--- src/rtl/bit_scan_pkg.sv ---
// -----------------------------------------------------------------------------
// bit_scan_pkg
// Shared definitions for bit_scan_encoder and its selector:
//   state_t          - controller states (IDLE, SCAN, EMPTY)
//   MODE_FIXED/RR    - values of the MODE parameter
//   min_idx_width()  - narrowest index able to hold 0..n, where n itself
//                      is the "empty vector" code
// -----------------------------------------------------------------------------
package bit_scan_pkg;

    typedef enum logic [1:0] {
        IDLE  = 2'd0,
        SCAN  = 2'd1,
        EMPTY = 2'd2
    } state_t;

    localparam int MODE_FIXED = 0;
    localparam int MODE_RR    = 1;

    function automatic int min_idx_width(input int n);
        return $clog2(n + 1);
    endfunction

endpackage

--- src/rtl/bit_scan_encoder_select.sv ---
// -----------------------------------------------------------------------------
// rotate_priority_select
// Combinational "first set bit at or above start, wrapping" selector.
// With start tied to zero it degenerates into a plain lowest-set-bit encoder.
// Ports:
//   vec   [WIDTH]  candidate bits
//   start [IDX_W]  search origin, must be < WIDTH
//   idx   [IDX_W]  absolute index of the chosen bit (0 when none found)
//   found          at least one bit of vec is set
//   grant [WIDTH]  one-hot mask of the chosen bit (all zero when none)
// -----------------------------------------------------------------------------
module rotate_priority_select #(
    parameter int WIDTH = 8,
    parameter int IDX_W = 4
) (
    input  logic [WIDTH-1:0] vec,
    input  logic [IDX_W-1:0] start,
    output logic [IDX_W-1:0] idx,
    output logic             found,
    output logic [WIDTH-1:0] grant
);

    logic [WIDTH-1:0] w_rot;
    logic [IDX_W-1:0] w_off;
    logic [IDX_W:0]   w_sum;

    // Rotate right by start: bit i of w_rot is vec[(i + start) mod WIDTH].
    // Shifting the doubled vector avoids a variable modulo.
    assign w_rot = WIDTH'({vec, vec} >> start);

    // Lowest set bit of the rotated vector is the offset from start.
    always_comb begin
        found = 1'b0;
        w_off = '0;
        for (int i = WIDTH - 1; i >= 0; i--) begin
            if (w_rot[i]) begin
                found = 1'b1;
                w_off = IDX_W'(i);
            end
        end
    end

    // Undo the rotation; start and offset are both < WIDTH so one
    // conditional subtract is enough.
    always_comb begin
        w_sum = {1'b0, start} + {1'b0, w_off};
        if (w_sum >= (IDX_W + 1)'(WIDTH)) begin
            w_sum = w_sum - (IDX_W + 1)'(WIDTH);
        end
        idx = found ? w_sum[IDX_W-1:0] : '0;
    end

    for (genvar gi = 0; gi < WIDTH; gi++) begin : g_grant
        assign grant[gi] = found && (idx == IDX_W'(gi));
    end

endmodule

--- src/rtl/bit_scan_encoder.sv ---
// -----------------------------------------------------------------------------
// bit_scan_encoder
// Accepts a request vector in IDLE and streams the index of every set bit,
// one per cycle, over a valid/ready interface. MODE 0 walks from bit 0
// upward; MODE 1 starts at a rotating pointer that survives across vectors.
// An all-zero vector yields a single beat with out_idx = IN_SIZE, out_none.
// Optional build macro: BIT_SCAN_COUNT_EN adds out_remaining (bits still
// pending in SCAN, including the current beat).
// Ports:
//   clk, rst              clock; asynchronous active-high reset
//   in_valid/in_ready     vector handshake (ready only in IDLE)
//   in_vec   [IN_SIZE]    request vector
//   out_valid/out_ready   index handshake
//   out_idx  [OUT_SIZE]   selected index, IN_SIZE for an empty vector
//   out_last              final beat of the current vector
//   out_none              vector was all zero
//   out_remaining         (BIT_SCAN_COUNT_EN only) popcount of pending
// -----------------------------------------------------------------------------
module bit_scan_encoder
    import bit_scan_pkg::*;
#(
    parameter int IN_SIZE  = 8,
    parameter int OUT_SIZE = 4,
    parameter int MODE     = 0
) (
    input  logic                clk,
    input  logic                rst,
    input  logic                in_valid,
    output logic                in_ready,
    input  logic [IN_SIZE-1:0]  in_vec,
    output logic                out_valid,
    input  logic                out_ready,
    output logic [OUT_SIZE-1:0] out_idx,
    output logic                out_last,
`ifdef BIT_SCAN_COUNT_EN
    output logic [OUT_SIZE-1:0] out_remaining,
`endif
    output logic                out_none
);

    if (IN_SIZE < 2) begin : g_chk_in
        $error("bit_scan_encoder: IN_SIZE must be at least 2");
    end
    if (OUT_SIZE < min_idx_width(IN_SIZE)) begin : g_chk_out
        $error("bit_scan_encoder: OUT_SIZE too narrow to encode IN_SIZE");
    end

    state_t              r_state;
    logic [IN_SIZE-1:0]  r_pending;
    logic [OUT_SIZE-1:0] w_start;
    logic [OUT_SIZE-1:0] w_sel_idx;
    logic                w_found;
    logic [IN_SIZE-1:0]  w_grant;
    logic                w_one_left;
    logic                w_take;

    rotate_priority_select #(
        .WIDTH (IN_SIZE),
        .IDX_W (OUT_SIZE)
    ) u_sel (
        .vec   (r_pending),
        .start (w_start),
        .idx   (w_sel_idx),
        .found (w_found),
        .grant (w_grant)
    );

    // Clearing the lowest set bit leaves zero only if one bit was set.
    assign w_one_left = ((r_pending & (r_pending - IN_SIZE'(1))) == '0);
    assign w_take     = (r_state == SCAN) && out_ready && w_found;

    if (MODE == MODE_RR) begin : g_rr
        logic [OUT_SIZE-1:0] r_rr_ptr;

        always_ff @(posedge clk or posedge rst) begin
            if (rst) begin
                r_rr_ptr <= '0;
            end else if (w_take) begin
                r_rr_ptr <= (w_sel_idx == OUT_SIZE'(IN_SIZE - 1)) ? '0
                                                                  : w_sel_idx + 1'b1;
            end
        end

        assign w_start = r_rr_ptr;
    end else begin : g_fixed
        assign w_start = '0;
    end

    always_ff @(posedge clk or posedge rst) begin
        if (rst) begin
            r_state   <= IDLE;
            r_pending <= '0;
        end else begin
            case (r_state)
                IDLE: begin
                    if (in_valid) begin
                        r_pending <= in_vec;
                        r_state   <= (in_vec != '0) ? SCAN : EMPTY;
                    end
                end
                SCAN: begin
                    if (w_take) begin
                        r_pending <= r_pending & ~w_grant;
                        if (w_one_left) begin
                            r_state <= IDLE;
                        end
                    end
                end
                EMPTY: begin
                    if (out_ready) begin
                        r_state <= IDLE;
                    end
                end
                default: r_state <= IDLE;
            endcase
        end
    end

    // Outputs depend only on registered state, so nothing on in_* can
    // reach out_* in the same cycle.
    always_comb begin
        in_ready  = (r_state == IDLE);
        out_valid = 1'b0;
        out_idx   = '0;
        out_last  = 1'b0;
        out_none  = 1'b0;
        case (r_state)
            SCAN: begin
                out_valid = 1'b1;
                out_idx   = w_sel_idx;
                out_last  = w_one_left;
            end
            EMPTY: begin
                out_valid = 1'b1;
                out_idx   = OUT_SIZE'(IN_SIZE);
                out_last  = 1'b1;
                out_none  = 1'b1;
            end
            default: ;
        endcase
    end

`ifdef BIT_SCAN_COUNT_EN
    logic [OUT_SIZE-1:0] w_popcount;

    always_comb begin
        w_popcount = '0;
        for (int i = 0; i < IN_SIZE; i++) begin
            w_popcount = w_popcount + OUT_SIZE'(r_pending[i]);
        end
        out_remaining = (r_state == SCAN) ? w_popcount : '0;
    end
`endif

endmodule

--- config.mk ---
export PLATFORM = sky130hd
export DESIGN_NAME = bit_scan_encoder
export DESIGN_NICKNAME = d
export VERILOG_FILES = /design/src/rtl/bit_scan_pkg.sv /design/src/rtl/bit_scan_encoder_select.sv /design/src/rtl/bit_scan_encoder.sv
export SDC_FILE = /design/constraint.sdc
export NUM_CORES = 1
export LEC_CHECK = 0
export ABC_CLOCK_PERIOD_IN_PS = 6050
export BUFFER_PORTS_ARGS = -buffer_cell sky130_fd_sc_hd__buf_2
export CORE_UTILIZATION = 55
export CTS_BUF_LIST = sky130_fd_sc_hd__clkbuf_16
export CTS_CLUSTER_SIZE = 28
export DETAILED_ROUTE_END_ITERATION = 10
export GPL_TIMING_DRIVEN = 0
export PLACE_DENSITY = 0.76
export RECOVER_POWER = 100
export SLEW_MARGIN = 0
export SYNTH_ARGS = -nofsm -noshare
export SYNTH_HDL_FRONTEND = slang
export SYNTH_HIERARCHICAL = 1
export SYNTH_SLANG_ARGS = --single-unit
export TNS_END_PERCENT = 30
--- constraint.sdc ---
create_clock -name clk -period 6.05 [get_ports clk]
set_input_delay 0.9075 -clock clk [delete_from_list [all_inputs] [get_ports clk]]
set_output_delay 0.9075 -clock clk [all_outputs]
set_load 0.01 [all_outputs]
==> results of run 1 <==
==> logic make-up after synthesis <==
| group | after synthesis | share of synthesized area [%] |
|---|---|---|
| xor gates and xnor gates | 2 | 1.30 |
| DFF | 10 | 18.6 |
| adders and majority gates | 7 | 7.08 |
| AOI/OAI and AO/OA | 55 | 27.7 |
| other | 1 | 0.279 |
| and+or+nand+nor | 50 | 23.3 |
| buffers and inverters | 12 | 4.57 |
| muxes | 18 | 17.1 |
==> synth_stat cells (4+ instances only) <==
library cell / count
a21oi_1: 15
a22o_1: 11
dfrtp_1: 10
ha_1: 6
inv_1: 6
mux2i_1: 14
mux4_2: 4
nand2_1: 10
nand3_1: 5
nor2_1: 4
nor2b_1: 6
o21ai_0: 12
==> report_power, final <==
group	internal (uW)	switching (uW)
combinational	226	289
sequential	91.4	46.6
clock	86.6	30.9
total	404	367
==> registers in the layout (all words and copies together), names as in the netlist <==
signal,count
r_pending,8
r_state,2
==> per-layer routing <==
metal  GRT usage, %  share of wire [%]  vias to the layer above
met5              0                  0                        -
li1               -                  -                      669
met2           50.4                 51                       43
met4           8.11               0.78                        0
met1           36.6                 44                      647
met3           4.46                4.3                        5
==> area by class of cell <==
cell class	instances	area share (%)
Buffer	6	1.98
Clock buffer	3	4.74
Clock inverter	1	0.237
Inverter	6	1.42
Multi-Input combinational cell	150	68.2
Sequential cell	10	15.8
Tap cell	28	2.21
Timing Repair Buffer	19	5.38
==> worst max-delay path, delay by kind of cell (launching register included) <==
kind                     cells  cell delay, ps
AND/OR/NAND/NOR              3             930
multiplexers                 1             530
flip-flops                   1             460
adder cells (fa/ha/maj)      1             360
AO/OA/AOI/OAI                2             350
XOR/XNOR                     1             320
buffers and inverters        1             120
==> path summary, 6_finish.rpt <==
kind                              startpoint           end  slack, ps  cells past startpoint
min in group asynchronous                rst  r_pending[2]        640                      2
max in group asynchronous                rst  r_pending[4]       5130                      2
worst min-delay path              r_state[0]    r_state[0]        600                      2
worst max register to register  r_pending[5]  r_pending[1]       2620                     10
worst max-delay path            r_pending[5]    out_idx[2]       1850                      9
worst min register to register    r_state[0]    r_state[0]        600                      2
==> placed cells by master, fill, tap and decap left out, types with 2 or more instances in the layout <==
| master | instances |
|---|---|
| a21boi_0 | 3 |
| a21oi_1 | 15 |
| a22o_1 | 11 |
| a31oi_1 | 2 |
| and3_1 | 3 |
| buf_2 | 12 |
| buf_4 | 2 |
| clkbuf_1 | 11 |
| clkbuf_16 | 3 |
| conb_1 | 18 |
| dfrtp_1 | 10 |
| ha_1 | 6 |
| inv_1 | 6 |
| mux2i_1 | 14 |
| mux4_2 | 4 |
| nand2_1 | 10 |
| nand2b_1 | 2 |
| nand3_1 | 5 |
| nand3b_1 | 2 |
| nand4_1 | 2 |
| nand4b_1 | 3 |
| nor2_1 | 4 |
| nor2b_1 | 6 |
| nor4_1 | 3 |
| o21a_1 | 2 |
| o21ai_0 | 12 |
| o22ai_1 | 2 |
==> per-stage QoR <==
stage / util [%] / hold WS [ps] / total power (uW) / instances
after floorplan: - / 532 / 541 / 172
after detailed placement: 68.1 / 587 / 659 / 219
after CTS: 71.6 / 610 / 781 / 223
final: 70.2 / 596 / 771 / 223
after global routing: 70.2 / 635 / 836 / 223
after global placement: 68.1 / 563 / 641 / 219
==> reports/summary.txt, run 1 <==
Area growth, synth to finish = 17.9%
CTS resizes = 0
DR DRC count = 0
Slowest cell delay on critical path = 600 ps
Sequential Area = 250 um2
Post-route ant nets = 0
RSZ-0062 raised after global routing = no
Antenna cells = 0
Actual slew at the worst max-slew pin = 855 ps
Slew headroom = 42.5%
Row count = 17
Multi-input logic area = 1080 um2
Clock latency on the worst-skew pair = 240 ps
Total negative slack = 0 ps
Antenna violations before repair = 0
Setup Buffers After CTS = 0
Setup WS post-layout = 1850 ps
CTS Hold Bufs = 0
First-pass GRT wire length = 5730 um
Worst path slowest cell = nor4_1
HPWL Detailed = 2640 um
DRT iter0 DRCs = 33
Ys Warns = 6
Number of global-route vias before repair = 1250
Largest net degree at the start of global routing = 11
Clock sink count = 10
Starting density of the core = 59.5%
Power per cell area = 487 nW/um2
DR vias/cell = 6.12
Fin Clk Skew = 2.41 ps
Design area = 1580 um2
Layout cell share with drive strength beyond 1 = 14.4%
Clock Root Buffer = clkbuf_16
Final setup vio count = 0
Post-synth EDFFs = 0
Die height = 51.4 um
Unique masters post-synth = 49
Pleak = 0.000710 uW
CTS Buffer Depth = 2
Synth top area share = 18.6%
Top FF cell, synth = dfrtp_1
Total GRT Usage = 29.0%
Max_cap viols = 0
CP Cell Sequence = mux4_2 -> a22o_1 -> nor4_1 -> nor2b_1 -> ha_1 -> xnor2_1 -> a21oi_1 -> and3_1 -> clkbuf_1
Area of the die = 2640 um2
Final Hold Violating Endpoints = 0
H-tree depth = 1
Maximum vdd ir drop = 0.372 mV
Arr. time, crit path = 3290 ps
Async S/R FF share, synth = 100%
Synth top area cells = dfrtp_1, mux2i_1, a22o_1
CTS tree = built
Syn Inst Count = 155
DR vias = 1364
I/O Pins = 20
Filler Cell Count = 213
Layout Nets = 215
Core area = 2250 um2
CP endpoint kind = output port
Peak Freq = 0.238 GHz
Crit path required time = 5140 ps
Largest area contributor in the netlist = dfrtp_1
Post-synthesis sequential area ratio = 18.6%
Routed WL per cell = 15.4 um
WS Path Type = reg2out
TritonRoute pass-1 iters = 4
Final min period = 4200 ps
Worst-path clk slew = 40 ps
Max Fanout on Critical Path = 8
Synthesized flop and latch total = 10
Grt total ovfl = 0
Die W = 51.4 um
I/O Buffers = 19
Area post-placement = 1540 um2
Place WS = 2350 ps
Cts bufs inserted = 3
Placer Congestion = 0.811
Startpoint Class = flip-flop
Tcrit/Tclk final = 69.4%
Outcome = complete, no violations
Mapped Area = 1340 um2
Final WL = 3440 um
Final Slew Violations = 0
Avg Synthesized Cell Area = 8.66 um2
HP Class = reg2reg
Note: power is estimated with default switching activity, not from simulation.
==> run 2: changes to the inputs <==
--- a/config.mk
+++ b/config.mk
@@ -5,14 +5,15 @@
 export SDC_FILE = /design/constraint.sdc
 export NUM_CORES = 1
 export LEC_CHECK = 0
-export ABC_CLOCK_PERIOD_IN_PS = 6050
+export ABC_AREA = 1
+export ABC_CLOCK_PERIOD_IN_PS = 4200
 export BUFFER_PORTS_ARGS = -buffer_cell sky130_fd_sc_hd__buf_2
 export CORE_UTILIZATION = 55
 export CTS_BUF_LIST = sky130_fd_sc_hd__clkbuf_16
 export CTS_CLUSTER_SIZE = 28
 export DETAILED_ROUTE_END_ITERATION = 10
 export GPL_TIMING_DRIVEN = 0
-export PLACE_DENSITY = 0.76
+export PLACE_DENSITY = 0.75
 export RECOVER_POWER = 100
 export SLEW_MARGIN = 0
 export SYNTH_ARGS = -nofsm -noshare
==> constraint.sdc (replaced) <==
create_clock -name clk -period 4.2 [get_ports clk]
set_input_delay 0.63 -clock clk [delete_from_list [all_inputs] [get_ports clk]]
set_output_delay 0.63 -clock clk [all_outputs]
set_load 0.01 [all_outputs]
==> reports/summary.txt, run 2 <==
Final Hold Violating Endpoints = 0 (unchanged)
Max reg flops = 8 (unchanged)
Maximum vdd ir drop = 0.538 mV (was 0.372 mV)
Reg with most FFs = r_pending (unchanged)
Async S/R FF share, synth = 100% (unchanged)
Pleak = 0.00102 uW (was 0.000710 uW)
Layout Nets = 325 (was 215)
Area post-placement = 1740 um2 (was 1540 um2)
Starting density of the core = 60.3% (was 59.5%)
Sw Share = 51.5% (was 47.6%)
Arr. time, crit path = 2340 ps (was 3290 ps)
Largest net degree at the start of global routing = 11 (unchanged)
Core area = 2570 um2 (was 2250 um2)
Tcrit/Tclk final = 70.7%
Post-synth top cells = nand2_1, inv_1, nand3_1, nor2_1 (was a21oi_1, mux2i_1, o21ai_0, a22o_1)
DR vias/cell = 4.86 (was 6.12)
Largest regs = r_pending x8, r_state x2 (unchanged)
Max Fanout on Critical Path = 6 (was 8)
Placed cell count = 331 (was 219)
Cts bufs inserted = 3 (unchanged)
CP bufs+invs = 3 (was 1)
Grt total ovfl = 0 (unchanged)
Die height = 55.1 um (was 51.4 um)
Place WS = 1490 ps (was 2350 ps)
I/O Buffers = 19 (unchanged)
Total negative slack = 0 ps (unchanged)
P_sw = 532 uW (was 367 uW)
Clock share of power = 16.4% (was 15.2%)
Setup WS post-layout = 1230 ps (was 1850 ps)
Synth top area cells = dfrtp_1, nand2_1, nand3_1 (was dfrtp_1, mux2i_1, a22o_1)
TritonRoute pass-1 iters = 5 (was 4)
Final Slew Violations = 0 (unchanged)
Ys Warns = 6 (unchanged)
RSZ-0062 raised after global routing = no (unchanged)
Total GRT Usage = 26.2% (was 29.0%)
Design area = 1790 um2 (was 1580 um2)
Final setup vio count = 0 (unchanged)
Row count = 18 (was 17)
CP Cell Sequence = nand2_1 -> nand3_1 -> nand3_1 -> nand3_1 -> nor2_1 -> a21oi_1 -> fa_1 -> nand2_1 -> inv_1 -> inv_1 -> nor2_1 -> clkbuf_1 (was mux4_2 -> a22o_1 -> nor4_1 -> nor2b_1 -> ha_1 -> xnor2_1 -> a21oi_1 -> and3_1 -> clkbuf_1)
Cell mode on critical path = nand3_1
DRT iter0 DRCs = 20 (was 33)
Crit path max-delay family = simple AND/OR/NAND/NOR gates (unchanged)
Power per cell area = 579 nW/um2 (was 487 nW/um2)
Post-route ant nets = 0 (unchanged)
Commonest non-fill, non-tap cell in the layout = nand2_1 (was conb_1)
Non-filler cells, final = 335 (was 223)
Syn Inst Count = 266 (was 155)
Post-synth EDFFs = 0 (unchanged)
DR DRC count = 0 (unchanged)
Worst-path clk slew = 40 ps (about the same)
HPWL Detailed = 2720 um (was 2640 um)
Combinational fraction of design power = 64.1% (was 66.9%)
Filler Cell Count = 246 (was 213)
Count leader, synth = nand2_1 (was a21oi_1)
Area growth, synth to finish = 15.3% (was 17.9%)
First-pass GRT wire length = 5640 um (was 5730 um)
Cell internal pwr = 502 uW (was 404 uW)
Largest area contributor in the netlist = dfrtp_1 (unchanged)
CP endpoint kind = output port (unchanged)
Fin Clk Skew = 0.420 ps (was 2.41 ps)
Synthesized flop and latch total = 10 (unchanged)
WS Path Type = reg2out (unchanged)
Placer Congestion = 0.874 (was 0.811)
Number of global-route vias before repair = 1400 (was 1250)
Slowest cell delay on critical path = 540 ps (was 600 ps)
CTS tree = built (unchanged)
HP Class = in2async (was reg2reg)
Final WL = 3370 um (was 3440 um)
Antenna violations before repair = 0 (unchanged)
Top FF cell, synth = dfrtp_1 (unchanged)
CTS Hold Bufs = 0 (unchanged)
H-tree depth = 1 (unchanged)
Unique masters post-synth = 31 (was 49)
Clock Root Buffer = clkbuf_16 (unchanged)
Synth top area share = 16.2% (was 18.6%)
Mapped Area = 1550 um2 (was 1340 um2)
CTS resizes = 0 (unchanged)
Reg power frac = 19.5% (was 17.9%)
Clock latency on the worst-skew pair = 240 ps (about the same)
Routed WL per cell = 10.1 um (was 15.4 um)
Max_cap viols = 0 (unchanged)
Peak Freq = 0.337 GHz
Avg Synthesized Cell Area = 5.82 um2 (was 8.66 um2)
Area of the die = 3030 um2 (was 2640 um2)
Setup Buffers After CTS = 0 (unchanged)
I/O Pins = 20 (unchanged)
DR vias = 1628 (was 1364)
Die W = 55.1 um (was 51.4 um)
Post-synthesis sequential area ratio = 16.2% (was 18.6%)
Most frequent cells in the layout = nand2_1, nand3_1, inv_1 (was conb_1, a21oi_1, mux2i_1)
Clock sink count = 10 (unchanged)
Final min period = 2970 ps
Worst path slowest cell = fa_1 (was nor4_1)
CTS Buffer Depth = 2 (unchanged)
Power Total = 1030 uW (was 771 uW)
Startpoint Class = flip-flop (unchanged)
Layout cell share with drive strength beyond 1 = 16.7% (was 14.4%)
Crit path required time = 3570 ps (was 5140 ps)
Antenna cells = 0 (unchanged)
Outcome = complete, no violations (unchanged)
[run 2: changes by cell type in the layout (fill, tap and decap cells not counted), moves of 5 or more]
cell,previous run,this run
a21oi_1,15,6
a22o_1,11,0
clkbuf_1,11,6
mux2i_1,14,0
nand2_1,10,64
nand2_2,0,9
nor2_1,4,37
nand3_1,5,39
nor2b_1,6,0
inv_2,0,5
inv_1,6,39
[run 2: kinds of logic after synthesis]
family,Yosys count,synth area share [%]
simple gates,169,53.7
buf+inv,49,13.0
compound gates,30,10.7
flops,10,16.2
fa+ha+maj,7,6.14
other cells,1,0.242
[run 2: stage by stage]
stage                     hold slack (ps)  util [%]
after CTS                             360      70.9
after floorplan                       467         -
after global placement                495      67.8
after detailed placement              498      67.8
after global routing                  379      69.5
final                                 352      69.5
[run 2: path summary, 6_finish.rpt]
check,startpoint,endpoint,slack (ps),cells past startpoint
min in group clk,r_state[1],r_state[1],520,2
max in group asynchronous,rst,r_state[0],3590,2
worst max-delay path,r_pending[3],out_idx[1],1230,12
worst min register to register,r_state[1],r_state[1],520,2
worst max register to register,r_pending[3],r_pending[1],1640,12
worst min-delay path,rst,r_pending[1],350,2
[run 2: area by class of cell]
| class | count | area (um2) | share of cell area (%) |
|---|---|---|---|
| inverter | 46 | 178 | 9.95 |
| sequential | 10 | 250 | 14.0 |
| timing repair buffer | 19 | 87.6 | 4.91 |
| clock inverter | 1 | 3.75 | 0.210 |
| clock buffer | 3 | 75.1 | 4.20 |
| buffer | 3 | 23.8 | 1.33 |
| multi-input combinational | 223 | 1130 | 63.3 |
| tap | 30 | 37.5 | 2.10 |
[run 2: power groups by stage]
stage	registers [uW]	clock network (uW)	logic, uW
after CTS	200	171	683
after detailed placement	202	0	674
after global routing	207	178	772
after global placement	198	0	670
after floorplan	183	0	560
final	202	169	663
[run 2: routing by layer]
layer | vias to the layer above | track usage [%] | part of all wire, %
li1 | 894 | - | -
met1 | 686 | 30.8 | 47
met2 | 37 | 46.2 | 47
met3 | 11 | 1.64 | 2.5
met4 | 0 | 16.3 | 3.3
met5 | - | 0 | 0
